$ cat src/rtl/switch_debounce.sv
// -----------------------------------------------------------------------------
// switch_debounce
//
// Synchronizes and debounces a bank of raw switch / push-button pins. Each
// channel is filtered on its own: the debounced level only changes after the
// synchronized input has disagreed with it for STABLE_CYCLES consecutive
// clocks. Any single cycle of agreement restarts the count from zero.
//
// Parameters
//   WIDTH          number of independent channels (>= 1)
//   STABLE_CYCLES  consecutive disagreeing cycles needed to accept a new level
//                  (2 .. 2^24)
//
// Ports
//   clk        system clock, all logic on the rising edge
//   reset_n    synchronous active-low reset
//   switch_in  raw asynchronous switch pins
//   switch_db  debounced level (registered)
//   rise       one-cycle pulse when a switch_db bit goes 0->1
//   fall       one-cycle pulse when a switch_db bit goes 1->0
//   toggle     level that inverts on every rise of its bit
// -----------------------------------------------------------------------------
module switch_debounce #(
    parameter int WIDTH         = 4,
    parameter int STABLE_CYCLES = 1000000
) (
    input  logic             clk,
    input  logic             reset_n,
    input  logic [WIDTH-1:0] switch_in,
    output logic [WIDTH-1:0] switch_db,
    output logic [WIDTH-1:0] rise,
    output logic [WIDTH-1:0] fall,
    output logic [WIDTH-1:0] toggle
);

    // The counter only ever has to reach STABLE_CYCLES-1, which always fits
    // in $clog2(STABLE_CYCLES) bits for the legal parameter range.
    localparam int              CNT_W   = $clog2(STABLE_CYCLES);
    localparam logic [CNT_W-1:0] CNT_MAX = CNT_W'(STABLE_CYCLES - 1);

    genvar gi;
    generate
        for (gi = 0; gi < WIDTH; gi++) begin : g_chan
            logic             sync1_reg;
            logic             sync2_reg;
            logic [CNT_W-1:0] cnt_reg,    cnt_next;
            logic             db_reg,     db_next;
            logic             rise_reg,   rise_next;
            logic             fall_reg,   fall_next;
            logic             toggle_reg, toggle_next;

            // Filter decision for this channel.
            always_comb begin
                cnt_next    = cnt_reg;
                db_next     = db_reg;
                rise_next   = 1'b0;
                fall_next   = 1'b0;
                toggle_next = toggle_reg;

                if (sync2_reg == db_reg) begin
                    // Input agrees with the accepted level: no credit kept.
                    cnt_next = '0;
                end else if (cnt_reg == CNT_MAX) begin
                    // Final disagreeing cycle: accept the new level and emit
                    // the matching edge pulse.
                    db_next     = sync2_reg;
                    cnt_next    = '0;
                    rise_next   = sync2_reg;
                    fall_next   = ~sync2_reg;
                    toggle_next = toggle_reg ^ sync2_reg;
                end else begin
                    cnt_next = cnt_reg + CNT_W'(1);
                end
            end

            always_ff @(posedge clk) begin
                if (!reset_n) begin
                    sync1_reg  <= 1'b0;
                    sync2_reg  <= 1'b0;
                    cnt_reg    <= '0;
                    db_reg     <= 1'b0;
                    rise_reg   <= 1'b0;
                    fall_reg   <= 1'b0;
                    toggle_reg <= 1'b0;
                end else begin
                    // Plain two-flop synchronizer, nothing between the flops.
                    sync1_reg  <= switch_in[gi];
                    sync2_reg  <= sync1_reg;
                    cnt_reg    <= cnt_next;
                    db_reg     <= db_next;
                    rise_reg   <= rise_next;
                    fall_reg   <= fall_next;
                    toggle_reg <= toggle_next;
                end
            end

            assign switch_db[gi] = db_reg;
            assign rise[gi]      = rise_reg;
            assign fall[gi]      = fall_reg;
            assign toggle[gi]    = toggle_reg;
        end
    endgenerate

endmodule

$ cat config.mk
export PLATFORM = sky130hd
export DESIGN_NAME = switch_debounce
export DESIGN_NICKNAME = d
export VERILOG_FILES = /design/src/rtl/switch_debounce.sv
export SDC_FILE = /design/constraint.sdc
export NUM_CORES = 1
export LEC_CHECK = 0
export BUFFER_PORTS_ARGS = -buffer_cell sky130_fd_sc_hd__buf_2
export CORE_MARGIN = 4
export CORE_UTILIZATION = 52
export CTS_CLUSTER_DIAMETER = 60
export DETAILED_ROUTE_END_ITERATION = 16
export PLACE_DENSITY_LB_ADDON = 0.1
export SLEW_MARGIN = 20
export SYNTH_ARGS = -nofsm -noshare
export SYNTH_HDL_FRONTEND = slang
export SYNTH_SLANG_ARGS = --single-unit
$ cat constraint.sdc
create_clock -name clk -period 2.23 [get_ports clk]
set_input_delay 0.446 -clock clk [delete_from_list [all_inputs] [get_ports clk]]
set_output_delay 0.446 -clock clk [all_outputs]
set_load 0.01 [all_outputs]
# Yosys cells after proc, flatten, opt, wreduce, memory -nomap -nowiden
# Index checks and enable logic that the tools add are counted.
# classes
n_addsub	4
n_eq_ne	8
bitwise	17
n_reduce_logical	12
# ops
operator	count
20-bit by 1-bit adder with 20-bit output, second input constant	4
20-bit == test, second input constant	4
3-bit OR reduction	8
1-bit NOT	13
2-bit AND reduction	4
1-bit == test	4
1-bit XOR	4
# word_totals
register_bits	104
inputBits	6
out_inout_bits	16
wordCells	69

# Depth between registers and ports, before layout
# Gate-level depths: netlist of run 1.
# logic_depth
depth_word	3
ltp_mapped	7
mapped_depth_nobuf	5

# Least setup slack after synthesis of run 1
# No wires, ideal clock.
# synth_path
path_kind	flip-flop to flip-flop
startpoint	register g_chan[1].cnt_reg[8]
endpoint	register g_chan[1].cnt_reg[12]
setup_time_ns	0.115
t_arrival_ns	1.858
t_required_ns	2.115
path_slack_ns	0.257
path_stages_with_launch	6
path_buffers	1
period_less_slack_ns	1.973
cell_sequence	dfxtp_1 > or4b_1 > or4_4 > o21bai_4 > buf_12 > nor2_2
# synth_between
elab_chain_len	2
elab_cells_between_ends	3
classes_between	add/sub (1); eq/ne (1); reduce/logical (1)
# synth_rtl
element	line_no	text
start, declared	46	logic [CNT_W-1:0] cnt_reg, cnt_next;
start signal, assigned	89	cnt_reg <= cnt_next;
branches (longest 2 deep; another with 20-bit by 1-bit adder with 20-bit output)	n/a	
# Several ways; the timed one is not identified.
# A chain may end at the register's enable or synchronous reset.

# Worst setup path in the final report of run 1
# layout_path
startpoint	register g_chan[2].cnt_reg[6]
endpoint	register g_chan[2].cnt_reg[9]
# layout_between
elab_chain_len	2
elab_cells_between_ends	3
classes_between	add/sub (1); eq/ne (1); reduce/logical (1)
# layout_rtl
element	line_no
start, declared	46
start signal, assigned	89
branches (longest 2 deep; another with 20-bit by 1-bit adder with 20-bit output)	n/a
# Several ways; the timed one is not identified.

==> results of run 1 <==
[per-stage QoR]
step	cell area [µm²]	hold WS, ps
4_1_cts	4960	271
6_report	4960	294
3_5_place_dp	4750	419
5_1_grt	4960	264
3_3_place_gp	4750	420
2_1_floorplan	4590	412
[cell type report]
cell class	instances	area share, %
tap	108	2.73
multi-input combinational	363	45.1
clock inverter	5	1.64
clock buffer	10	2.57
inverter	20	1.51
sequential	104	42.0
timing repair buffer	33	4.44
[placed cells by master, fill, tap and decap left out, drive strengths merged, types with 21 or more instances in the layout]
cell	Yosys	layout
a21oi	29	29
buf	21	33
dfxtp	104	104
inv	20	21
nand2	21	21
nand3	36	36
nor2	66	66
xnor2	26	26
xor2	24	24
[power by group]
part | total [µW] | switching (µW) | internal [µW]
combinational | 45.9 | 28.5 | 17.3
clock | 1240 | 616 | 629
sequential | 1870 | 5.59 | 1860
total | 3160 | 650 | 2510
[worst max path at each step]
| stage | endpoint | slack [ps] | depth (start not counted) | startpoint |
|---|---|---|---|---|
| floorplan | g_chan[1].cnt_reg[12] | 260 | 5 | g_chan[1].cnt_reg[8] |
| global placement | g_chan[2].cnt_reg[19] | 200 | 5 | g_chan[2].cnt_reg[8] |
| finish | g_chan[2].cnt_reg[9] | 160 | 5 | g_chan[2].cnt_reg[6] |
| detailed placement | g_chan[2].cnt_reg[14] | 160 | 5 | g_chan[2].cnt_reg[8] |
| CTS | g_chan[2].cnt_reg[9] | 150 | 5 | g_chan[2].cnt_reg[6] |
| global route | g_chan[2].cnt_reg[9] | 40 | 5 | g_chan[2].cnt_reg[12] |
[cell families (layout without fill, tap and decap cells)]
family                     after synthesis  after routing  share of synthesized area (%)
DFF                                    104            104                           45.3
muxes                                    2              2                          0.436
adders and majority gates                4              4                           1.09
and+or+nand+nor                        246            246                           29.8
buffers and inverters                   50             68                           5.97
AOI/OAI and AO/OA                       61             61                           7.87
xor gates and xnor gates                50             50                           9.53
[layer usage]
metal / GRT usage, % / wire [µm] / up-vias
li1: - / - / 1832
met1: 20.7 / 4030 / 1674
met2: 29.5 / 3950 / 27
met3: 4.78 / 245 / 10
met4: 5.25 / 106 / 0
met5: 0 / 0 / -
[critical path: stages, from the launching register on]
cell and delay, ps:
dfxtp_1 360, or4b_2 650, or4_1 470, o221ai_2 240
buf_12 190, nor2_1 50
==> results.txt, run 1 <==
* Total I/O pin count: 22
- Final instance count without filler cells: 643
- Core utilization of the finished layout: 57.1%
* Dominant cell by count in the synthesized netlist: dfxtp_1
* Leading post-synthesis cells by instance count: dfxtp_1 (104), nor2_1 (56), nand3_1 (36)
* Cell taking the most area after synthesis: dfxtp_1
* Congestion Overflow GR: 0
* Largest cells by area after synthesis: dfxtp_1 (45%), xnor2_1 (5.0%), nor2_1 (4.6%)
- Number of DRC violations after detailed-routing iteration 0: 126
- TritonCTS built the clock tree.
- Summed over all cells, the static leakage comes to 0.00161 µW.
- Number of synthesis warnings: 0
- Proportion of register bits with asynchronous set or reset after synthesis: 0%
* Fraction of layout cells with a size suffix above 1: 12.0%
- Peak ir drop on the vdd network: 0.431 mV
- The worst setup path is launched from a flip-flop.
- Among all flip-flop cells after synthesis, the most frequent one is dfxtp_1.
- The wire-length estimate of the detail-placed layout is 5920 µm.
- The detailed router placed 3543 vias in this run.
* Wire per inst: 13.0 µm
- The die covers 0.0104 mm².
* Part of the cycle the worst path needs: 92.8%
- Setup violations remaining at the end of the flow were counted as 0.
- Number of global-route vias before repair: 3306
- Initial core utilization: 52.9%
- Buffers added to address setup during post-CTS repair amount to 0.
- Max reg flops: 80
- Fin. max-slew vios: 0
- Cts bufs inserted: 9
- Counting tap cells, the placed design contains a total of 628 instances.
- Routability-driven placement finished with a final weighted congestion of 0.791.
- Measured along the x axis, the die boundary spans 102 µm.
- FF+latch count, synth: 104
- Antenna violations before repair: 0
* CTS max path bufs: 2
- The sequential cells in the finished layout cover a total of 0.00208 mm².
- In this run, synthesis inferred 0 flip-flops with an integrated enable.
- Vias per cell: 5.51
* IO Port Bufs: 21
* # fillers: 815
* Cells on worst reg2reg path: 5
* Worst rel slew slack: 70.3%
- Slew at the pin closest to its max-slew limit: 439 ps
* Result of the run: finished clean
- CORE AREA: 0.00868 mm²
- Top-area cell type share of the netlist area: 45.3%
- Final critical-path setup slack: 161 ps
- 0 antenna diodes ended up in the layout.
- Number of cells on the worst hold path: 2
* Maximum net fanout on the critical path: 20
- For hold timing, the worst endpoint is g_chan[1].sync1_reg.
- Number of remaining DRC errors: 0
- Power spread over the standard cell area amounts to 637 mW/mm².
* Flop-to-flop setup slack: 160 ps
* Critical path capture point type: flip-flop
- # rows: 34
- Sequential elements use 45.3% of the synthesized area.
- Hold crit path type: input pin to flip-flop
* Max Clk Rate: 483 MHz
- In the global route stage, overall resource usage came out at 17.1%.
* Hold bufs inserted after CTS: 0
- # nets final: 541
- Subtracting the final worst setup slack from the clock period gives 2070 ps.
- In this run the remaining antenna-violating nets after routing total 0.
* CP Data Required Time: 2480 ps
- The clock tree synthesis step divided the H-tree into 3 levels.
- Reg-to-reg critical path startpoint: g_chan[2].cnt_reg[6]
- Number of gates given a new drive strength after cts: 0
- Mapped Cells: 517
- Mean Syn Cell Area: 8.88 µm²
* Post-synthesis net count: 527
* Setup repair after global routing missed its margin: false
* Kind of critical path: flip-flop to flip-flop
* Worst setup slack after placement: 159 ps
* Worst clock skew: 9.89 ps
- The worst register-to-register path ends at g_chan[2].cnt_reg[9].
- After synthesis the cells add up to 0.00459 mm².
* Total wire length: 8330 µm
- Length of the first detailed-routing pass in iterations: 4
- CTS root buffer: clkbuf_8
- The completed layout was analyzed and its total power is 3160 µW.
- Distinct cell type count of the synthesized netlist: 41
* Clock latency of the later-clocked register in the worst-skew pair: 360 ps
- From synthesis to final layout, the design area changed by 7.95%.
- Maximum number of pins on one net before global-route repair: 24
- Max-cap violations in this run came to 0.
- Clock-pin slew was measured on the worst setup and hold paths at 100 ps.
- Origin of the worst min-delay path: switch_in[1]
- The total count of hold-check failures in the final report was 0.
- Endpoint arrival time on the critical path: 2320 ps
* Global-route wire length before repair: 14500 µm
* Number of clock sinks: 104
- After routing, the total negative slack on setup checks comes to 0 ps.
* Area used by multi-input combinational logic: 0.00224 mm²
- Die Ht: 102 µm
Power figures use the tool's default switching activity.
==> inputs of run 2 (changes only) <==
--- a/config.mk
+++ b/config.mk
@@ -6,11 +6,13 @@
 export NUM_CORES = 1
 export LEC_CHECK = 0
 export BUFFER_PORTS_ARGS = -buffer_cell sky130_fd_sc_hd__buf_2
+export CORE_ASPECT_RATIO = 2
 export CORE_MARGIN = 4
 export CORE_UTILIZATION = 52
 export CTS_CLUSTER_DIAMETER = 60
 export DETAILED_ROUTE_END_ITERATION = 16
 export PLACE_DENSITY_LB_ADDON = 0.1
+export SKIP_LAST_GASP = 1
 export SLEW_MARGIN = 20
 export SYNTH_ARGS = -nofsm -noshare
 export SYNTH_HDL_FRONTEND = slang
==> results.txt, run 2 (same netlist as run 1, synthesis figures left out) <==
* Antenna violations before repair: 0 (unchanged)
* Peak ir drop on the vdd network: 0.452 mV (was 0.431 mV)
- # nets final: 541 (unchanged)
- The number of placed I/O pins came to 22 (unchanged).
* Maximum capacitance violations: 0 (unchanged)
- Overall routing resource usage: 17.3% (was 17.1%)
- The register clock-pin slew on the reported worst setup and hold paths came to 70 ps (was 100 ps).
- The switching power was 698 µW (was 650 µW).
* Setup repair after global routing missed its margin: false (unchanged)
- CTS max path bufs: 2 (unchanged)
* Part of the cycle the worst path needs: 93.5% (was 92.8%)
- The hold buffer count at CTS is 0 (unchanged).
- Highest layer used for signal routing: met4 (unchanged)
- Die Ht: 141 µm (was 102 µm)
* Max reg flops: 80 (unchanged)
- Crit-path slowest cell: or4_1 (was or4b_2)
- The largest fanout on the critical path came to 20 (unchanged).
- Fraction of layout cells with a size suffix above 1: 12.1% (was 12.0%)
- The largest net degree at the start of global routing came to 24 (unchanged).
- Worst clock skew: 8.13 ps (was 9.89 ps)
- The number of sinks on the clock net came to 104 (unchanged).
- The largest stage delay on the critical path is 580 ps (was 650 ps).
* Global-route wire length before repair: 14500 µm (about the same)
- Die X: 74.5 µm (was 102 µm)
* Critical path capture point type: flip-flop (unchanged)
- Hold crit path type: input pin to flip-flop (unchanged)
* Result of the run: finished clean (unchanged)
- Leakage power figure: 0.00164 µW (was 0.00161 µW)
- The level count of the clock H-tree is 3 (unchanged).
- Initial core utilization: 53.1% (was 52.9%)
- Length of the first detailed-routing pass in iterations: 4 (unchanged)
- The final-report setup violation count came to 0 (unchanged).
* Endpoint arrival time on the critical path: 2320 ps (about the same)
- The die area was 0.0105 mm² (was 0.0104 mm²).
- The worst path required time was 2460 ps (was 2480 ps).
* Switching part of the total power: 20.1% (was 20.6%)
- The number of setup buffers added after CTS is 0 (unchanged).
- The routed wire length per instance was 13.6 µm (was 13.0 µm).
- The routability congestion estimate came to 0.800 (was 0.791).
- The wire length on met2 is 4600 µm (was 3950 µm).
* # rows: 48 (was 34)
* Number of DRC violations after detailed-routing iteration 0: 179 (was 126)
* Commonest cells after routing, fill and taps aside: dfxtp_1 (104), nor2_1 (56), nand3_1 (36) (unchanged)
- Max Clk Rate: 479 MHz (was 483 MHz)
- Crit path launch type: flip-flop (unchanged)
- The routed via count divided by cell count came to 5.66 (was 5.51).
- The total wirelength of the detailed-routed design is 8640 µm (was 8330 µm).
- Sum of routed wire segments on met1: 3590 µm (was 4030 µm)
* Critical Path, Cell by Cell: or4_1 -> or4_1 -> o221ai_2 -> buf_12 -> a21oi_1 (was or4b_2 -> or4_1 -> o221ai_2 -> buf_12 -> nor2_1)
- The CTS tree is yes (unchanged).
- IO Port Bufs: 21 (unchanged)
- The combinational cell fraction of total power was 1.3% (was 1.5%).
- The sequential group share of total power is 53.9% (was 59.2%).
- Most common cell after layout, fill and taps aside: dfxtp_1 (unchanged)
* Number of remaining DRC errors: 0 (unchanged)
* Post-Place Cells: 620 (was 628)
* Kind of critical path: flip-flop to flip-flop (unchanged)
* Clock latency of the later-clocked register in the worst-skew pair: 350 ps (was 360 ps)
- Tot Pwr: 3470 µW (was 3160 µW)
* Worst rel slew slack: 70.7% (was 70.3%)
- Cell repeated most along the worst path: or4_1
- Slew at the pin closest to its max-slew limit: 433 ps (was 439 ps)
- Final worst path period need: 2090 ps (was 2070 ps)
- The sum of overflow across all layers after global routing is 0 (unchanged).
- Final Hold Violating Endpoints: 0 (unchanged)
- Internal cell power: 2780 µW (was 2510 µW)
* Vias after detailed routing: 3592 (was 3543)
- The post-route antenna net violation count is 0 (unchanged).
- The count of final max-slew check failures was 0 (unchanged).
- The power per cell area came to 691 mW/mm² (was 637 mW/mm²).
- Post-synthesis to final-layout area growth: 9.37% (was 7.95%)
* Share of power burned in the clock network: 44.8% (was 39.4%)
- CTS root buffer: clkbuf_16 (was clkbuf_8)
- The number of cells upsized or downsized after cts is 0 (unchanged).
- CORE AREA: 0.00865 mm² (was 0.00868 mm²)
- Number of diodes: 0 (unchanged)
- TNS Setup: 0 ps (unchanged)
- The met3 routed wirelength was 264 µm (was 245 µm).
- Cts bufs inserted: 9 (unchanged)
- The placed wire-length estimate came to 6260 µm (was 5920 µm).
- Final instance count without filler cells: 635 (was 643)
- The via count of the first global-routing pass is 3344 (was 3306).
## run 2: critical path, delay by kind of cell (launching register included)
family          cells  cell delay, ps
compound gates      2             290
buf+inv             1             190
flops               1             360
simple gates        2            1120
## run 2: layout make-up
| class | instances | area [µm²] |
|---|---|---|
| Sequential cell | 104 | 2080 |
| Fill cell | 820 | 3620 |
| Tap cell | 100 | 125 |
| Multi-Input combinational cell | 363 | 2240 |
| Inverter | 20 | 75.1 |
| Clock buffer | 10 | 239 |
| Timing Repair Buffer | 33 | 208 |
| Clock inverter | 5 | 57.6 |
## run 2: metal layers
layer | up-vias | GRT usage (%)
li1 | 1837 | -
met1 | 1685 | 19.2
met2 | 53 | 30.5
met3 | 17 | 3.64
met4 | 0 | 7.60
met5 | - | 0
## run 2: metrics by stage
step / utilization (%) / hold slack [ps] / setup slack [ps] / area, µm²
floorplan: - / 412 / 257 / 4590
global placement: 54.7 / 424 / 188 / 4730
detailed placement: 54.7 / 420 / 139 / 4730
CTS: 58.1 / 297 / 138 / 5020
global route: 58.1 / 315 / 68.3 / 5020
finish: 58.1 / 305 / 144 / 5020
## run 2: power by group through the flow
stage	clock network (µW)	logic, µW	registers (µW)
finish	1560	44.9	1870
detailed placement	0	45.4	1910
global route	1670	50.6	1870
floorplan	0	30.9	1910
global placement	0	44.6	1910
CTS	1600	45.6	1870
## run 2: path summary, 6_finish.rpt
path | startpoint | to | slack, ps | depth (start not counted)
setup / recovery | g_chan[2].cnt_reg[12] | g_chan[2].cnt_reg[18] | 140 | 5
hold / removal | switch_in[0] | g_chan[0].sync1_reg | 310 | 2
setup reg to reg | g_chan[2].cnt_reg[12] | g_chan[2].cnt_reg[18] | 140 | 5
hold reg to reg | g_chan[3].sync1_reg | g_chan[3].sync2_reg | 430 | 1
==> inputs of run 3 (changes only) <==
--- a/config.mk
+++ b/config.mk
@@ -5,6 +5,7 @@
 export SDC_FILE = /design/constraint.sdc
 export NUM_CORES = 1
 export LEC_CHECK = 0
+export ABC_AREA = 1
 export BUFFER_PORTS_ARGS = -buffer_cell sky130_fd_sc_hd__buf_2
 export CORE_ASPECT_RATIO = 2
 export CORE_MARGIN = 4
==> results.txt, run 3 <==
- CTS root buffer: clkbuf_16 (unchanged)
- Number of remaining DRC errors: 0 (unchanged)
- The post-synthesis cell type count was 33 (was 41).
- The maximum operating frequency is 555 MHz (was 479 MHz).
* Cell class contributing the biggest share of worst-path delay: simple AND/OR/NAND/NOR gates (unchanged)
* TNS Setup: 0 ps (unchanged)
* Cell repeated most along the worst path: nand2_1 (was or4_1)
- Mapped Cells: 786 (was 517)
- # fillers: 1006 (was 820)
- The worst setup slack for register-to-register paths came to 430 ps (was 140 ps).
- The footprint of the multi-input gates was 0.00274 mm² (was 0.00224 mm²).
- The proportion of register bits with asynchronous set or reset after synthesis came to 0% (unchanged).
* Setup repair after global routing missed its margin: false (unchanged)
* Initial core utilization: 53.2% (was 53.1%)
* Vias after detailed routing: 4611 (was 3592)
* Endpoint of the worst-slack reg-to-reg timing path: g_chan[2].cnt_reg[15] (was g_chan[2].cnt_reg[18])
- Dominant cell by count in the synthesized netlist: nand2_1 (was dfxtp_1)
- Cts bufs inserted: 9 (unchanged)
- Length of the first detailed-routing pass in iterations: 4 (unchanged)
- Core utilization of the finished layout: 57.6% (was 58.1%)
- The fraction of final layout cells with drive strength greater than 1 was 11.8% (was 12.1%).
* Final worst path period need: 1800 ps (was 2090 ps)
- Final Hold Violating Endpoints: 0 (unchanged)
- The classification of the worst-slack hold path is input pin to flip-flop (unchanged).
- FF+latch count, synth: 104 (unchanged)
* Path length in cells of the critical path: 8 (was 5)
- The routed via count divided by cell count came to 4.92 (was 5.66).
* Number of diodes: 0 (unchanged)
- The routed wire length per instance came to 11.6 µm (was 13.6 µm).
- The final-report setup violation count came to 0 (unchanged).
* Ys flop type: dfxtp_1 (unchanged)
- Global-route wire length before repair: 19200 µm (was 14500 µm)
- Worst setup slack after placement: 410 ps (was 139 ps)
* Terminating pin of the worst hold path: g_chan[2].sync1_reg (was g_chan[0].sync1_reg)
* Mean Syn Cell Area: 6.83 µm² (was 8.88 µm²)
- # rows: 52 (was 48)
- Final RePlAce weighted congestion: 0.896 (was 0.800)
- The largest stage delay on the critical path came to 410 ps (was 580 ps).
- The starting DRC count in detailed routing came to 113 (was 179).
- Fin. max-slew vios: 0 (unchanged)
- The largest net degree at the start of global routing was 21 (was 24).
* Worst clock skew: 6.47 ps (was 8.13 ps)
- The layout-stage area growth over the synthesis result is 8.11% (was 9.37%).
- The number of placed I/O pins came to 22 (unchanged).
- Critical Path, Cell by Cell: ha_1 -> nand2_1 -> inv_2 -> nand2_1 -> nor2_2 -> nand2_1 -> nand2_2 -> nor2_1 (was or4_1 -> or4_1 -> o221ai_2 -> buf_12 -> a21oi_1).
- The slew at the pin with the worst max-slew slack was 505 ps (was 433 ps).
- The count of maximum capacitance violations was 0 (unchanged).
- Leading post-synthesis cells by instance count: nand2_1 (198), nor2_1 (159), dfxtp_1 (104) (was dfxtp_1 (104), nor2_1 (56), nand3_1 (36))
- The worst reg-to-reg path cell count is 8 (was 5).
- Register clock-pin slew on the reported worst setup and hold paths: 70 ps (about the same)
* Crit path launch type: flip-flop (unchanged)
* Maximum net fanout on the critical path: 20 (unchanged)
- The sum of overflow across all layers after global routing came to 0 (unchanged).
- The hold buffer count at CTS is 0 (unchanged).
- The number of setup buffers added after CTS was 0 (unchanged).
- CORE AREA: 0.0101 mm² (was 0.00865 mm²)
- CTS tree: yes (unchanged)
- The clock latency at the later pin of the worst-skew pair is 340 ps (was 350 ps).
- Origin of the worst min-delay path: switch_in[2] (was switch_in[0])
- Largest cells by area after synthesis: dfxtp_1 (39%), nand2_1 (14%), nor2_1 (11%) (was dfxtp_1 (45%), xnor2_1 (5.0%), nor2_1 (4.6%)).
- The post-route antenna net violation count came to 0 (unchanged).
- The final critical-path setup slack was 428 ps (was 144 ps).
* Part of the cycle the worst path needs: 80.8% (was 93.5%)
* IO Port Bufs: 21 (unchanged)
* Depth of the CTS H-tree: 3 (unchanged)
- Number of gates given a new drive strength after cts: 0 (unchanged)
- The type of the worst setup path is flip-flop to flip-flop (unchanged).
- The maximum number of buffers from clock root to sink was 2 (unchanged).
- Number of global-route vias before repair: 4535 (was 3344)
* Floorplan die area: 0.0121 mm² (was 0.0105 mm²)
- # nets final: 807 (was 541)
* Total buffers and inverters traversed by the critical path: 1 (unchanged)
- The portion of the post-synthesis area used by sequential elements was 38.8% (was 45.3%).
- The portion of synthesized cell area occupied by the leading cell type is 38.8% (was 45.3%).
- The peak ir drop on the vdd network is 0.401 mV (was 0.452 mV).
- The final-layout worst hold slack is 279 ps (was 305 ps).
- The overall routing resource usage is 19.7% (was 17.3%).
* Die X: 79.9 µm (was 74.5 µm)
- Result of the run: finished clean (unchanged).
- Number of synthesis warnings: 0 (unchanged)
- The y dimension of the die is 152 µm (was 141 µm).
- The summed instance area of the synthesized netlist came to 0.00537 mm² (was 0.00459 mm²).
- Post-synthesis net count: 796 (was 527)
* Total wire length: 10900 µm (was 8640 µm)
- CP Data Required Time: 2450 ps (was 2460 ps)
* EDFF count, synth: 0 (unchanged)
* Reg-to-reg critical path startpoint: g_chan[2].cnt_reg[0] (was g_chan[2].cnt_reg[12])
- Leakage power figure: 0.00199 µW (was 0.00164 µW)
- The endpoint type of the worst setup path was a flip-flop (unchanged).
* Most common cell after layout, fill and taps aside: nand2_1 (was dfxtp_1)
- Commonest cells after routing, fill and taps aside: nand2_1 (198), nor2_1 (159), dfxtp_1 (104) (was dfxtp_1 (104), nor2_1 (56), nand3_1 (36))
- Number of cells on the worst hold path: 3 (was 2)
- The number of flip-flops under the largest register name is 80 (unchanged).
- The combined flip-flop and latch cell area came to 0.00208 mm² (unchanged).
- Endpoint arrival time on the critical path: 2020 ps (was 2320 ps)
* Worst rel slew slack: 66.2% (was 70.7%)
- The power per cell area came to 623 mW/mm² (was 691 mW/mm²).
- The number of sinks on the clock net came to 104 (unchanged).
* Cell taking the most area after synthesis: dfxtp_1 (unchanged)
- Detailed placement HPWL: 8420 µm (was 6260 µm)
- The initial antenna violation count is 0 (unchanged).
* Crit-path slowest cell: nand2_2 (was or4_1)
run 3: cell types whose count changed in the layout (fill, tap and decap cells not counted), sizes merged, moves of 12 or more:
cell	previous run	this run
and2	12	0
and3	15	0
inv	20	99
nand2	21	207
nor2	66	180
or3	15	0
or4	18	0
xnor2	26	7
run 3: worst max-delay path by stage:
| stage | start | end | slack, ps |
|---|---|---|---|
| 6_report | g_chan[2].cnt_reg[0] | g_chan[2].cnt_reg[15] | 430 |
| 5_1_grt | g_chan[2].cnt_reg[0] | g_chan[2].cnt_reg[15] | 180 |
| 3_3_place_gp | g_chan[2].cnt_reg[0] | g_chan[2].cnt_reg[18] | 470 |
| 3_5_place_dp | g_chan[2].cnt_reg[0] | g_chan[2].cnt_reg[10] | 410 |
| 2_1_floorplan | g_chan[1].cnt_reg[0] | g_chan[1].cnt_reg[9] | 780 |
| 4_1_cts | g_chan[2].cnt_reg[0] | g_chan[2].cnt_reg[15] | 400 |
run 3: cell families after synthesis:
| kind of cell | after synthesis | share of synthesized area (%) |
|---|---|---|
| adders and majority gates | 4 | 0.932 |
| buffers and inverters | 122 | 10.2 |
| AOI/OAI and AO/OA | 49 | 5.34 |
| xor gates and xnor gates | 27 | 4.40 |
| and+or+nand+nor | 480 | 40.3 |
| DFF | 104 | 38.8 |
run 3: through the flow:
step	total power [µW]	instance area (µm²)	std cells
floorplan	1950	5370	786
CTS	3660	5800	937
finish	3620	5800	937
global route	3740	5800	937
global placement	1960	5480	921
detailed placement	1970	5480	921
run 3: area by class of cell:
| cell class | instances | area share [%] |
|---|---|---|
| Tap cell | 135 | 2.91 |
| Inverter | 99 | 6.40 |
| Clock buffer | 11 | 4.18 |
| Timing Repair Buffer | 23 | 2.07 |
| Multi-Input combinational cell | 560 | 47.2 |
| Sequential cell | 104 | 35.9 |
| Clock inverter | 5 | 1.38 |
run 3: layer usage:
layer	track usage, %	routed length, µm	up-vias
li1	-	-	2442
met1	19.9	4320	2099
met2	38.1	6000	45
met3	3.55	247	25
met4	8.54	310	0
met5	0	0	-
run 3: report_power, final:
part | switching [µW] | internal (µW)
combinational | 35.2 | 14.5
sequential | 6.11 | 1870
clock | 681 | 1010
total | 723 | 2890
run 3: worst min-delay path, stage by stage:
cell,delay [ps]
buf_2,70
nand2_1,40
inv_1,40
